<file path="config.mk">
export PLATFORM = sky130hd
export DESIGN_NAME = fifo_status_flat
export DESIGN_NICKNAME = d
export VERILOG_FILES = /design/src/rtl/fifo_status_if.sv /design/src/rtl/fifo_status.sv /design/src/flat_wrapper.sv
export SDC_FILE = /design/constraint.sdc
export NUM_CORES = 1
export LEC_CHECK = 0
export BUFFER_PORTS_ARGS = -buffer_cell sky130_fd_sc_hd__buf_2
export CORE_MARGIN = 2
export CORE_UTILIZATION = 45
export CTS_BUF_LIST = sky130_fd_sc_hd__clkbuf_2 sky130_fd_sc_hd__clkbuf_4 sky130_fd_sc_hd__clkbuf_8
export DETAILED_ROUTE_END_ITERATION = 8
export PLACE_DENSITY_LB_ADDON = 0.08
export SLEW_MARGIN = 20
export SYNTH_ARGS = -nofsm -noshare
export SYNTH_HDL_FRONTEND = slang
export SYNTH_SLANG_ARGS = --single-unit
</file>
<file path="constraint.sdc">
create_clock -name clk -period 3.8 [get_ports clk]
set_clock_uncertainty 0.1 [all_clocks]
set_input_delay 1.14 -clock clk [delete_from_list [all_inputs] [get_ports clk]]
set_output_delay 1.14 -clock clk [all_outputs]
set_load 0.02 [all_outputs]
</file>
<file path="src/rtl/fifo_status_if.sv">
// Handshake and status bundle for fifo_status.
// master drives writes, reads and err_clr; slave returns head data, flags and occupancy.
interface fifo_status_if #(
    parameter int DATA_SIZE = 32,
    parameter int ADDR_SIZE = 4
);
    logic [DATA_SIZE-1:0] data_in;
    logic                 w_e;
    logic                 r_ack;
    logic                 err_clr;
    logic [DATA_SIZE-1:0] data_out;
    logic                 empty;
    logic                 full;
    logic                 almost_full;
    logic [ADDR_SIZE:0]   count;
    logic                 overflow;
    logic                 underflow;

    modport master (
        output data_in, w_e, r_ack, err_clr,
        input  data_out, empty, full, almost_full, count, overflow, underflow
    );

    modport slave (
        input  data_in, w_e, r_ack, err_clr,
        output data_out, empty, full, almost_full, count, overflow, underflow
    );
endinterface

</file>
<file path="src/rtl/fifo_status.sv">
// Synchronous FWFT FIFO with occupancy and status flags; optional sticky errors under FIFO_ERR_EN.
// Latency: a word written into an empty FIFO appears on data_out right after its write edge.
// Backpressure: writes are dropped while full unless a read is accepted in the same cycle.
module fifo_status #(
    parameter int DATA_SIZE = 32,
    parameter int ADDR_SIZE = 4,
    parameter int AF_LEVEL  = 12
) (
    input  logic          clk,
    input  logic          nRST,
    fifo_status_if.slave  bus
);
    localparam int DEPTH = 1 << ADDR_SIZE;
    localparam logic [ADDR_SIZE:0] PTR_ONE   = {{ADDR_SIZE{1'b0}}, 1'b1};
    localparam logic [ADDR_SIZE:0] DEPTH_CNT = {1'b1, {ADDR_SIZE{1'b0}}};
    localparam logic [ADDR_SIZE:0] AF_CNT    = (ADDR_SIZE+1)'(AF_LEVEL);

    logic [DATA_SIZE-1:0] mem_q [DEPTH];

    logic [ADDR_SIZE:0] wr_ptr_q, wr_ptr_d;
    logic [ADDR_SIZE:0] rd_ptr_q, rd_ptr_d;
    logic [ADDR_SIZE:0] count_q,  count_d;
    logic               empty_q,  empty_d;
    logic               full_q,   full_d;
    logic               afull_q,  afull_d;
    logic               wr_acc;
    logic               rd_acc;

    always_comb begin
        rd_acc   = bus.r_ack && !empty_q;
        wr_acc   = bus.w_e && (!full_q || rd_acc);
        wr_ptr_d = wr_acc ? wr_ptr_q + PTR_ONE : wr_ptr_q;
        rd_ptr_d = rd_acc ? rd_ptr_q + PTR_ONE : rd_ptr_q;
        count_d  = count_q;
        case ({wr_acc, rd_acc})
            2'b10:   count_d = count_q + PTR_ONE;
            2'b01:   count_d = count_q - PTR_ONE;
            default: count_d = count_q;
        endcase
        // Flags are registered from next-state values so they move only on an edge.
        empty_d  = (wr_ptr_d == rd_ptr_d);
        full_d   = (count_d == DEPTH_CNT);
        afull_d  = (count_d >= AF_CNT);
    end

    always_ff @(posedge clk or negedge nRST) begin
        if (!nRST) begin
            wr_ptr_q <= '0;
            rd_ptr_q <= '0;
            count_q  <= '0;
            empty_q  <= 1'b1;
            full_q   <= 1'b0;
            afull_q  <= 1'b0;
        end else begin
            wr_ptr_q <= wr_ptr_d;
            rd_ptr_q <= rd_ptr_d;
            count_q  <= count_d;
            empty_q  <= empty_d;
            full_q   <= full_d;
            afull_q  <= afull_d;
        end
    end

    // Storage is deliberately left out of reset; empty masks stale entries.
    always_ff @(posedge clk) begin
        if (wr_acc) begin
            mem_q[wr_ptr_q[ADDR_SIZE-1:0]] <= bus.data_in;
        end
    end

    assign bus.data_out    = empty_q ? '0 : mem_q[rd_ptr_q[ADDR_SIZE-1:0]];
    assign bus.empty       = empty_q;
    assign bus.full        = full_q;
    assign bus.almost_full = afull_q;
    assign bus.count       = count_q;

`ifdef FIFO_ERR_EN
    logic ovf_q, ovf_d;
    logic unf_q, unf_d;

    // A new error in the same cycle as err_clr keeps the flag set.
    always_comb begin
        ovf_d = (bus.w_e && full_q && !rd_acc) || (ovf_q && !bus.err_clr);
        unf_d = (bus.r_ack && empty_q) || (unf_q && !bus.err_clr);
    end

    always_ff @(posedge clk or negedge nRST) begin
        if (!nRST) begin
            ovf_q <= 1'b0;
            unf_q <= 1'b0;
        end else begin
            ovf_q <= ovf_d;
            unf_q <= unf_d;
        end
    end

    assign bus.overflow  = ovf_q;
    assign bus.underflow = unf_q;
`else
    logic unused_err_clr;
    assign unused_err_clr = bus.err_clr;
    assign bus.overflow   = 1'b0;
    assign bus.underflow  = 1'b0;
`endif

endmodule

</file>
<file path="src/flat_wrapper.sv">
// flat-port wrapper written by rule: the top's interface ports become plain ports
module fifo_status_flat 
#(
    parameter int DATA_SIZE = 32,
    parameter int ADDR_SIZE = 4,
    parameter int AF_LEVEL  = 12
)
  (clk, nRST, bus_data_in, bus_w_e, bus_r_ack, bus_err_clr, bus_data_out, bus_empty, bus_full, bus_almost_full, bus_count, bus_overflow, bus_underflow);
  fifo_status_if #(.DATA_SIZE(DATA_SIZE), .ADDR_SIZE(ADDR_SIZE)) bus_i ();
  input  logic clk;
  input  logic nRST;
  input wire logic [$bits(bus_i.data_in)-1:0] bus_data_in;
  input wire logic [$bits(bus_i.w_e)-1:0] bus_w_e;
  input wire logic [$bits(bus_i.r_ack)-1:0] bus_r_ack;
  input wire logic [$bits(bus_i.err_clr)-1:0] bus_err_clr;
  output wire logic [$bits(bus_i.data_out)-1:0] bus_data_out;
  output wire logic [$bits(bus_i.empty)-1:0] bus_empty;
  output wire logic [$bits(bus_i.full)-1:0] bus_full;
  output wire logic [$bits(bus_i.almost_full)-1:0] bus_almost_full;
  output wire logic [$bits(bus_i.count)-1:0] bus_count;
  output wire logic [$bits(bus_i.overflow)-1:0] bus_overflow;
  output wire logic [$bits(bus_i.underflow)-1:0] bus_underflow;
  assign bus_i.data_in = bus_data_in;
  assign bus_i.w_e = bus_w_e;
  assign bus_i.r_ack = bus_r_ack;
  assign bus_i.err_clr = bus_err_clr;
  assign bus_data_out = bus_i.data_out;
  assign bus_empty = bus_i.empty;
  assign bus_full = bus_i.full;
  assign bus_almost_full = bus_i.almost_full;
  assign bus_count = bus_i.count;
  assign bus_overflow = bus_i.overflow;
  assign bus_underflow = bus_i.underflow;
  fifo_status #(.DATA_SIZE(DATA_SIZE), .ADDR_SIZE(ADDR_SIZE), .AF_LEVEL(AF_LEVEL)) u_core (.clk(clk), .nRST(nRST), .bus(bus_i));
endmodule
</file>
-- After elaboration in Yosys (flattened, before gate mapping)
Memory sizes are Yosys's and may differ from the RTL's.
Index checks and enable logic that the tools add are counted.
- add/subtract/negate cells: 4
- multiply operators: 0
- divide/modulo/power cells: 0
- magnitude comparators: 1
- equality and inequality tests: 4
- shifts and indexed selects: 0
- multiplexer cells: 6
- bitwise logic cells: 0
- reduce and logical (&&, ||, !) cells: 5
- operators by type and width (operator ; number):
    $mux 32 ; 1
    $add 5x1->5 const B ; 3
    $mux 5 ; 2
    $pmux 5 s2 ; 1
    $eq 5x5->1 ; 1
    $eq 5x5->1 const B ; 1
    $ge 5x4->1 const B ; 1
    $sub 5x1->5 const B ; 1
    $eq 2x1->1 const B ; 1
    $eq 2x2->1 const B ; 1
    $logic_and 1x1->1 ; 2
    $logic_not 1->1 ; 2
    $mux 1 ; 2
    $logic_or 1x1->1 ; 1
- register bits: 18
- bits in latches: 0
- bits in writable memories: 512
- memory bits (read-only): 0
- bits of input ports: 37
- output and inout port bits: 42
- logic and storage cells: 27
- memories kept: 1
- memory list (name ; depth ; bits a word ; read ports ; clocked after Yosys merged registers in ; write ports ; line ; text):
    u_core.mem_q ; 16 ; 32 ; 1 ; 0 ; 1 ; fifo_status.sv:18 ; logic [DATA_SIZE-1:0] mem_q [DEPTH];

-- Logic depth before layout (Yosys ltp)
Gate-level depths: netlist of the first run.
- depth after elaboration: 7
- mapped depth: 14
- mapped depth without buffers: 11

-- Least setup slack after synthesis of the first run
No wires, ideal clock.
- path kind: input-to-reg
- from: input bus_r_ack
- to: memory u_core.mem_q[4][0] (enable)
- setup time: 0.468 ns
- arrival: 4.151 ns
- required time: 3.232 ns
- setup slack: -0.918 ns
- stages on the path: 6
- buffers on the path: 1
- cells stage by stage: nand2b_1 buf_6 inv_4 o21ai_4 or2_1 nor3b_1
- longest elaborated chain between the ends: 5
- ends and longest elaborated chain (element ; line ; text):
    start, declared ; flat_wrapper.sv:14 ; input wire logic [$bits(bus_i.r_ack)-1:0] bus_r_ack;
    $logic_and 1x1->1 ; fifo_status.sv:30 ; rd_acc = bus.r_ack && !empty_q;
    $logic_or 1x1->1 ; fifo_status.sv:31 ; wr_acc = bus.w_e && (!full_q || rd_acc);
    $logic_and 1x1->1 ; fifo_status.sv:31 ;
    $mux 1 ; fifo_status.sv:66 ; if (wr_acc) begin
    $mux 1 (not written as such) ; fifo_status.sv:67 ; mem_q[wr_ptr_q[ADDR_SIZE-1:0]] <= bus.data_in;
    end, declared ; fifo_status.sv:18 ;
No other way between the ends.

-- Worst setup path after layout of the first run
- from: register u_core.rd_ptr_q[0]
- to: output bus_data_out[2]
- longest elaborated chain between the ends: 2
- ends and longest elaborated chain (element ; line ; text):
    start, declared ; fifo_status.sv:21 ; logic [ADDR_SIZE:0] rd_ptr_q, rd_ptr_d;
    start signal, assigned ; fifo_status.sv:56 ; rd_ptr_q <= rd_ptr_d;
    $mem_v2 16x32 ; - ;
    $mux 32 ; fifo_status.sv:71 ; assign bus.data_out = empty_q ? '0 : mem_q[rd_ptr_q[ADDR_SIZE-1:0]];
    end, declared ; flat_wrapper.sv:16 ; output wire logic [$bits(bus_i.data_out)-1:0] bus_data_out;
No other way between the ends.

==> results of run 1 <==
[state kept, by name (all words and copies together) (netlist names)]
signal,count
u_core.bus.full,1
u_core.mem_q,512
u_core.bus.almost_full,1
u_core.bus.empty,1
u_core.rd_ptr_q,5
u_core.bus.count,5
u_core.wr_ptr_q,5
[power breakdown]
part / internal, mW / leakage, nW / switching [mW] / total (mW)
sequential: 7.09 / 4.83 / 0.382 / 7.47
clock: 2.60 / 0.877 / 2.20 / 4.80
combinational: 3.96 / 2.64 / 4.07 / 8.03
total: 13.7 / 8.35 / 6.65 / 20.3
[worst paths after layout]
check / slack [ps] / end / depth (start not counted) / startpoint
setup / recovery: -60 / bus_data_out[2] / 8 / u_core.rd_ptr_q[0]$_DFF_PN0_
hold / removal: 330 / u_core.bus.count[3]$_DFF_PN0_ / 1 / nRST
setup reg to reg: 1060 / u_core.bus.almost_full$_DFF_PN0_ / 11 / u_core.bus.empty$_DFF_PN1_
hold reg to reg: 390 / u_core.rd_ptr_q[4]$_DFF_PN0_ / 1 / u_core.rd_ptr_q[4]$_DFF_PN0_
max in group asynchronous: 2930 / u_core.rd_ptr_q[2]$_DFF_PN0_ / 1 / nRST
min in group clk: 390 / u_core.rd_ptr_q[4]$_DFF_PN0_ / 1 / u_core.rd_ptr_q[4]$_DFF_PN0_
[stage by stage]
stage | utilization [%] | total power, mW | worst slack [ps] | TNS [ps]
final | 55.5 | 20.3 | -58.9 | -203
after global routing | 55.5 | 21.3 | -119 | -2450
after CTS | 54.8 | 20.1 | -137 | -2820
after detailed placement | 49.2 | 14.0 | 380 | 0
after global placement | 49.2 | 13.9 | 388 | 0
after floorplan | - | 11.7 | -918 | -117650
[worst register-to-register path, delay by kind of cell (launching register included)]
kind	cells	cell delay [ps]
xor gates and xnor gates	2	350
adders and majority gates	2	440
and+or+nand+nor	2	240
buffers and inverters	1	80
DFF	1	540
AOI/OAI and AO/OA	4	880
[cell families (layout without fill, tap and decap cells)]
logic type | Yosys count | in the layout | synth area share (%)
multiplexers | 163 | 163 | 15.6
other | 1 | 2 | 0.0181
XOR/XNOR | 18 | 18 | 0.762
AO/OA/AOI/OAI | 79 | 79 | 2.87
adder cells (fa/ha/maj) | 8 | 8 | 0.484
buffers and inverters | 66 | 335 | 1.53
AND/OR/NAND/NOR | 74 | 74 | 2.22
flip-flops | 530 | 530 | 76.5
[repair_timing]
action,CTS,global route
buffers inserted,19,6
resized for setup,98,62
cloned,8,4
endpoints found under the setup margin,32,32
hold buffers,0,0
pin swaps,30,38
[synthesized netlist by cell type (11+ instances only)]
| cell | number |
|---|---|
| buf_4 | 13 |
| mux2i_1 | 34 |
| dfrtp_1 | 17 |
| xnor2_1 | 11 |
| a211oi_1 | 64 |
| edfxtp_1 | 512 |
| nor2b_1 | 33 |
| clkbuf_1 | 30 |
| mux4_2 | 128 |
[layer usage]
layer / share of wire [%] / up-vias
li1: - / 4367
met1: 44 / 5397
met2: 50 / 216
met3: 4.1 / 75
met4: 1.8 / 4
met5: 0.044 / -
[final cells by class]
type	count	area (um2)	area share, %
clock buffer	118	1440	5.73
clock inverter	37	231	0.919
inverter	9	36.3	0.144
multi-input combinational	344	5060	20.1
sequential	530	15800	62.9
tap	600	751	2.98
timing repair buffer	171	1840	7.29
[layout by cell type (no fill, tap or decap), drive strengths merged, types with 2 or more instances in the layout]
master / n
mux2i: 34
nand2: 6
conb: 2
a211oi: 64
dfrtp: 17
and3: 3
xor2: 7
inv: 12
nor2b: 33
mux4: 128
xnor2: 11
o21ai: 2
edfxtp: 512
bufinv: 2
nor3: 3
a21oi: 5
clkinvlp: 3
nand4: 4
ha: 8
clkbuf: 122
clkinv: 29
buf: 167
nor2: 2
nand2b: 2
nor3b: 8
and2: 8
==> results.ini, run 1 <==
[run_status]
status = finished with violations
violations = setup timing

[job]
max-cap-violations = 0

[synthesis]
synth_area_leaders = edfxtp_1, mux4_2, a211oi_1
seq_area_frac_synth_pct = 76.5
synth-async-reset-ratio_pct = 3.40
syn_avg_cell_area_um2 = 22.0
ys_ff_latch = 530
synth_cells = 939
yosys.area.top_type = edfxtp_1
synth_top_area_share_pct = 74.3
synth_edf_count = 512
ys.flop_type = edfxtp_1
ys_warn_count = 0
synth_area_um2 = 20700
synth.distinct_cells = 43

[critical_path]
worst-path-buf-inv = 4
cpPeakStageDelay_ps = 500
worstPathRequired_ps = 2560
worstSetupPathType = reg -> out
critical_path.slowest_cell = dfrtp_4
critPathCaptureType = primary output
critPathTopFamily = buffers and inverters
start_kind = flop
cp_max_fo = 7
path_cells = buf_12 -> buf_12 -> buf_6 -> mux4_2 -> nor2b_4 -> a211oi_2 -> a211oi_2 -> buf_4
critical_path_arrival_ps = 2620

[grt]
busiest_layer = met2
grt_start_max_net_pins = 30
grt-ovfl-total = 0
grt_use_total_pct = 20.6
grt_util_met3_pct = 3.41
grt_pass1_wl_um = 70000
grt_pass1_vias = 10800
grtUsageMet2_pct = 33.6
antenna_found_initial = 2
grt_util_met1_pct = 28.6

[sta]
worst_pin_slew_ps = 839
timing.hold.ws_ps = 328
timing.final.crit_share_pct = 102
maxSlewHeadroom_pct = 44.1
layout_min_cycle_time_ps = 3860
fin_ws_ps = -58.9
drv_slew = 0
fmax_mhz = 259
finalHoldViolCount = 0
setup_viol = 13
rsz0062_at_grt = yes

[pwr]
p_leak_nw = 8.35
peakVddDrop_mv = 0.521
power_density_nw_per_um2 = 806

[routing]
vias = 10100
vias_per_cell = 5.56
initialDrtViolationCount = 805
dr.pass1.iters = 4
antenna_left = 0
post_drt_wl_per_cell_um = 26.2
totalWireLength_um = 47500
drc = 0

[clock_network]
worstSkewPairLatency_ps = 640
cts_made_buffers = 87
cts.reportedPaths.clkPinSlew_ps = 60
h-tree-depth = 3
cts_sinks = 530
cts_tree = yes
cts_buffer_depth = 3
cts_root_buffer = clkbuf_8

[placed_design]
place_hpwl_um = 24700
gp_congestion = 0.711
dpl_cell_area_um2 = 22300
io_buffers = 75
dp_cells = 1620

[cells_and_area]
final_cells = 1809
area_growth_pct = 21.7
n_fill_cell = 3492
post-route-cell-area_um2 = 25200
diodes = 0
layout.nets = 1188
drive_gt1_share_pct = 44.3

[floorplanning]
num_rows = 78
boundaryPins = 79
core-area_um2 = 45400
die_h_um = 218
start_util_pct = 45.6
dieArea_um2 = 47700
die_x_um = 218

[min_path]
hold_class = in -> async

(Power assumes the default switching activity.)
==> run 2: changes to the inputs <==
Clock period 3.8 ns to 4.4 ns, I/O delays scaled along.
==> run 2 against run 1 <==
  * The run now ends clean
  * Global-route usage down 1.2 points
  * Cell count shrank 2.4%
  * Sequential power down 13%
  * Total power fell by 22%
  * Wire length down 5.7%
  * Clock power shrank 16%
  * Non-clock buffer count shrank 41
  * Register-to-register slack better by 480 ps
  * Largest cell class unchanged
  * Largest power group is now registers
==> results.ini, run 2 (synthesis results as in run 1) <==
[routing]
post_drt_wl_per_cell_um = 25.3
totalWireLength_um = 44800
vias_per_cell = 5.54
drc = 0
initialDrtViolationCount = 631
antenna_left = 0
dr.pass1.iters = 6
vias = 9781

[run_status]
status = finished clean

[critical_path]
critPathCaptureType = primary output
critical_path_arrival_ps = 2860
worstSetupPathType = reg -> out
start_kind = flop
r2r_cells = 11
r2r-end = u_core.bus.almost_full$_DFF_PN0_
rrSetupSlack_ps = 1540
worstPathRequired_ps = 2980
cp_max_fo = 23
r2r_start = u_core.bus.empty$_DFF_PN1_

[cells_and_area]
layout_commonest_cell = edfxtp_1
most-common-layout-cells = edfxtp_1, mux4_2, clkbuf_8
final_cells = 1766
regArea_um2 = 15800
diodes = 0
layout.nets = 1146
n_fill_cell = 3630
drive_gt1_share_pct = 36.0
multi_input_area_um2 = 4610
post-route-cell-area_um2 = 24000
area_growth_pct = 15.8
largest_register_ffs = 512

[sta]
maxSlewHeadroom_pct = 30.3
finalHoldViolCount = 0
timing.hold.ws_ps = 369
timing.final.crit_share_pct = 97.2
drv_slew = 0
worst_pin_slew_ps = 1050
fin_ws_ps = 122
rsz0062_at_grt = no
setup_viol = 0
fmax_mhz = 234
layout_min_cycle_time_ps = 4280

[grt]
grt_start_max_net_pins = 44
grt-ovfl-total = 0
antenna_found_initial = 2
grt_pass1_vias = 10300
grt_use_total_pct = 19.3
grt_pass1_wl_um = 66300

[clock_network]
cts.reportedPaths.clkPinSlew_ps = 60
h-tree-depth = 3
worstSkewPairLatency_ps = 640
cts_sinks = 530
cts_tree = yes
cts_buffer_depth = 3
cts_root_buffer = clkbuf_8
cts_made_buffers = 86

[placed_design]
dp_cells = 1608
dpl_cell_area_um2 = 22300
gp_congestion = 0.699
place_hpwl_um = 22700
place_ws_ps = 545
io_buffers = 75

[min_path]
hold_end = u_core.wr_ptr_q[4]$_DFF_PN0_
worstHoldStart = u_core.wr_ptr_q[4]$_DFF_PN0_
hold_class = reg -> reg
whs_path_depth = 1

[job]
max-cap-violations = 0

[floorplanning]
start_util_pct = 45.6
die_h_um = 218
core-area_um2 = 45400
boundaryPins = 79
die_x_um = 218
num_rows = 78
dieArea_um2 = 47700

[pwr]
switchingPower_mw = 5.18
p_comb_share_pct = 33.4
p_sw_share_pct = 32.6
p_clk_share_pct = 25.5
power_density_nw_per_um2 = 663
peakVddDrop_mv = 0.357
share_seq_of_total_power_pct = 41.1
p_leak_nw = 7.83
p_int_mw = 10.7

[run 2: changes by cell type in the layout (fill, tap and decap cells not counted), sizes merged]
| cell | previous run | this run |
|---|---|---|
| bufinv | 2 | 1 |
| clkbuf | 122 | 114 |
| buf | 167 | 130 |
| inv | 12 | 13 |
| clkinv | 29 | 32 |
| clkinvlp | 3 | 2 |
[run 2: worst max-delay path by stage]
stage	from	endpoint	slack [ps]	cells past startpoint
5_1_grt	u_core.rd_ptr_q[2]$_DFF_PN0_	bus_data_out[1]	10	6
4_1_cts	u_core.rd_ptr_q[0]$_DFF_PN0_	bus_data_out[18]	40	6
2_1_floorplan	bus_r_ack	u_core.mem_q[4][0]$_DFFE_PP_	-500	6
3_3_place_gp	u_core.rd_ptr_q[0]$_DFF_PN0_	bus_data_out[18]	530	6
3_5_place_dp	u_core.rd_ptr_q[0]$_DFF_PN0_	bus_data_out[18]	540	6
6_report	u_core.rd_ptr_q[0]$_DFF_PN0_	bus_data_out[1]	120	6
[run 2: stage by stage]
step                setup TNS [ps]  total power, mW  util [%]
finish                           0             15.9      52.8
global route                     0             16.7      52.8
CTS                              0             16.1      52.8
detailed placement               0             12.0      49.1
global placement                 0             12.0      49.1
floorplan                   -63800             10.1         -
[run 2: repair_timing]
| action | in CTS | in global routing |
|---|---|---|
| buffers inserted | 5 | 0 |
| setup endpoints to repair | 21 | 1 |
| pin swaps | 0 | 0 |
| gates resized for setup | 0 | 4 |
| hold buffers | 0 | 0 |
[run 2: area by class of cell]
class	count	share of cell area, %
flip-flops and latches	530	66.1
multi-input cells	344	19.2
clock buffers	114	5.84
repair buffers	130	4.61
well taps	600	3.13
clock inverters	39	0.945
inverters	9	0.151
[run 2: worst max-delay path: stages (launching register included)]
cell and delay [ps]:
dfrtp_4 570, buf_16 220, buf_4 180, mux4_2 330, mux2i_1 80, a211oi_1 550, buf_2 270
[run 2: power by group through the flow]
stage / clock [mW] / sequential [mW] / combinational, mW
after global routing: 4.40 / 6.59 / 5.74
after global placement: 0 / 6.66 / 5.30
final: 4.05 / 6.53 / 5.30
after CTS: 4.18 / 6.53 / 5.41
after floorplan: 0 / 6.40 / 3.71
after detailed placement: 0 / 6.67 / 5.31
[run 2: metal layers]
metal  GRT usage, %  up-vias  share of wire (%)
li1               -     4291                  -
met1           25.6     5214                 43
met2           32.6      207                 51
met3           4.02       65                4.3
met4           5.06        4                1.5
met5              0        -              0.045
==> run 3: changes to the inputs <==
Settings changed: ABC_AREA from default to 1.
==> run 3 against run 2 <==
  * The flow now finishes with violations (DRC)
  * Sequential share of layout area fell by 1.2 points
  * Global-route usage rose by 2.6 points
  * Register-to-register slack worse by 260 ps
  * Hold slack gained 49 ps
  * Total power rose by 5.4%
  * Synthesized cell count rose by 81%
  * Worst setup slack better by 79 ps
  * Count of clock-buffer cells in the layout grew 7
  * Combinational power up 15%
  * Core utilization decreased by 0.50 points
  * Sequential power fell by 3.5%
  * Critical endpoint is now bus_data_out[3]
  * Largest power group unchanged
==> results.ini, run 3 <==
[sta]
finalHoldViolCount = 0
maxSlewHeadroom_pct = 57.8
worst_pin_slew_ps = 633
setup_viol = 0
rsz0062_at_grt = no
drv_slew = 0
layout_min_cycle_time_ps = 4200
timing.final.crit_share_pct = 95.4
fmax_mhz = 238
fin_ws_ps = 200

[synthesis]
ys_warn_count = 0
yosysMostFrequentCell = edfxtp_1
synth_area_leaders = edfxtp_1, nor2_1, o21ai_0
syn_avg_cell_area_um2 = 12.5
yosys.area.top_type = edfxtp_1
ys_ff_latch = 530
ys.flop_type = edfxtp_1
synth_top_area_share_pct = 72.1
synth_area_um2 = 21300
synth.distinct_cells = 29
seq_area_frac_synth_pct = 74.3
synth_edf_count = 512
synth.top_cells.by_count = edfxtp_1, nor2_1, o21ai_0, nand2_1
synth-async-reset-ratio_pct = 3.40
synth_cells = 1699

[pwr]
p_leak_nw = 8.41
p_sw_share_pct = 38.0
p_comb_share_pct = 36.6
p_int_mw = 10.4
switchingPower_mw = 6.36
power_density_nw_per_um2 = 686
p_total_mw = 16.7
p_clk_share_pct = 25.8
share_seq_of_total_power_pct = 37.6
peakVddDrop_mv = 0.421

[clock_network]
cts_sinks = 530
cts_buffer_depth = 3
cts.reportedPaths.clkPinSlew_ps = 50
cts_made_buffers = 90
cts_tree = yes
worstSkewPairLatency_ps = 660
cts_root_buffer = clkbuf_8
holdBufCountCts = 0
h-tree-depth = 3

[critical_path]
r2r_start = u_core.bus.empty$_DFF_PN1_
critPathCaptureType = primary output
worstSetupPathType = reg -> out
critical_path_arrival_ps = 2780
cp_max_fo = 75
start_kind = flop
worstPathRequired_ps = 2980
setup.worst_path.start = u_core.rd_ptr_q[1]$_DFF_PN0_

[cells_and_area]
most-common-layout-cells = edfxtp_1, nor2_1, o21ai_0
layout_commonest_cell = edfxtp_1
drive_gt1_share_pct = 16.1
multi_input_area_um2 = 4830
final_cells = 2493
layout.nets = 1865
regArea_um2 = 15800
n_fill_cell = 4105
largest_register_ffs = 512
area_growth_pct = 14.5
finish.utilization_pct = 52.3
diodes = 0

[placed_design]
place_ws_ps = 600
dp_cells = 2331
io_buffers = 75
place_hpwl_um = 28300
gp_congestion = 0.741

[grt]
grt_use_total_pct = 21.9
grt_pass1_wl_um = 81200
grt-ovfl-total = 0
grt_pass1_vias = 13500
grt_start_max_net_pins = 76
antenna_found_initial = 1

[floorplanning]
boundaryPins = 79
core-area_um2 = 46700
num_rows = 79
die_h_um = 222
start_util_pct = 45.7
die_x_um = 222
dieArea_um2 = 49100

[routing]
post_drt_wl_per_cell_um = 21.4
dr.pass1.iters = 9
antenna_left = 0
vias_per_cell = 5.41
initialDrtViolationCount = 1135
totalWireLength_um = 53300
vias = 13500
drc = 2

[job]
max-cap-violations = 0

[min_path]
hold_class = reg -> reg
worstHoldStart = u_core.wr_ptr_q[4]$_DFF_PN0_

[run_status]
status = finished with violations
violations = DRC

[run 3: critical path, cell delays in order, from the launching register on]
cell and delay [ps]:
dfrtp_4 430, buf_12 300, buf_4 390, o21ai_0 140, o22ai_1 170, nand2_1 70, nand2_1 60, inv_1 50
a21oi_1 200, buf_2 210
[run 3: cell families (layout without fill, tap and decap cells)]
logic type                 after synthesis  in the layout  share of synthesized area (%)
AOI/OAI and AO/OA                      421            421                           11.0
and+or+nand+nor                        565            565                           10.3
buffers and inverters                  167            353                           3.60
DFF                                    530            530                           74.3
other                                    1              2                         0.0176
adders and majority gates                8              8                          0.470
xor gates and xnor gates                 7              7                          0.288
[run 3: power groups by stage]
stage | clock network [mW] | registers, mW | logic [mW]
after global routing | 4.66 | 6.34 | 6.80
final | 4.32 | 6.30 | 6.12
after detailed placement | 0 | 6.42 | 6.03
after global placement | 0 | 6.41 | 6.00
after CTS | 4.44 | 6.33 | 6.14
after floorplan | 0 | 6.35 | 4.03
[run 3: final timing paths]
kind,to,slack (ps),depth (start not counted)
min in group asynchronous,u_core.wr_ptr_q[0]$_DFF_PN0_,480,1
setup / recovery,bus_data_out[3],200,9
hold reg to reg,u_core.wr_ptr_q[4]$_DFF_PN0_,420,1
hold / removal,u_core.wr_ptr_q[4]$_DFF_PN0_,420,1
setup reg to reg,u_core.bus.full$_DFF_PN0_,1280,14
max in group asynchronous,u_core.bus.empty$_DFF_PN1_,3380,1
[run 3: what timing repair did]
item	CTS	global route
setup endpoints to repair	12	11
cloned	1	0
resized for setup	5	1
setup buffers	0	3
[run 3: area by class of cell]
class / instances / share of cell area (%)
sequential: 530 / 64.9
multi-input combinational: 1003 / 19.8
clock buffer: 121 / 6.21
timing repair buffer: 133 / 4.03
tap: 607 / 3.11
inverter: 62 / 0.984
clock inverter: 37 / 0.969
[run 3: layer usage]
layer	GRT usage (%)	routed length (um)
met1	30.1	24500
met4	7.39	1080
met2	35.4	25100
met3	3.87	2640
met5	0	13
[run 3: metrics by stage]
step	setup TNS [ps]	cell area [um2]	hold WS [ps]
floorplan	-5020	21300	385
global placement	0	22600	404
detailed placement	0	22600	410
CTS	0	24400	422
global route	0	24400	450
finish	0	24400	419
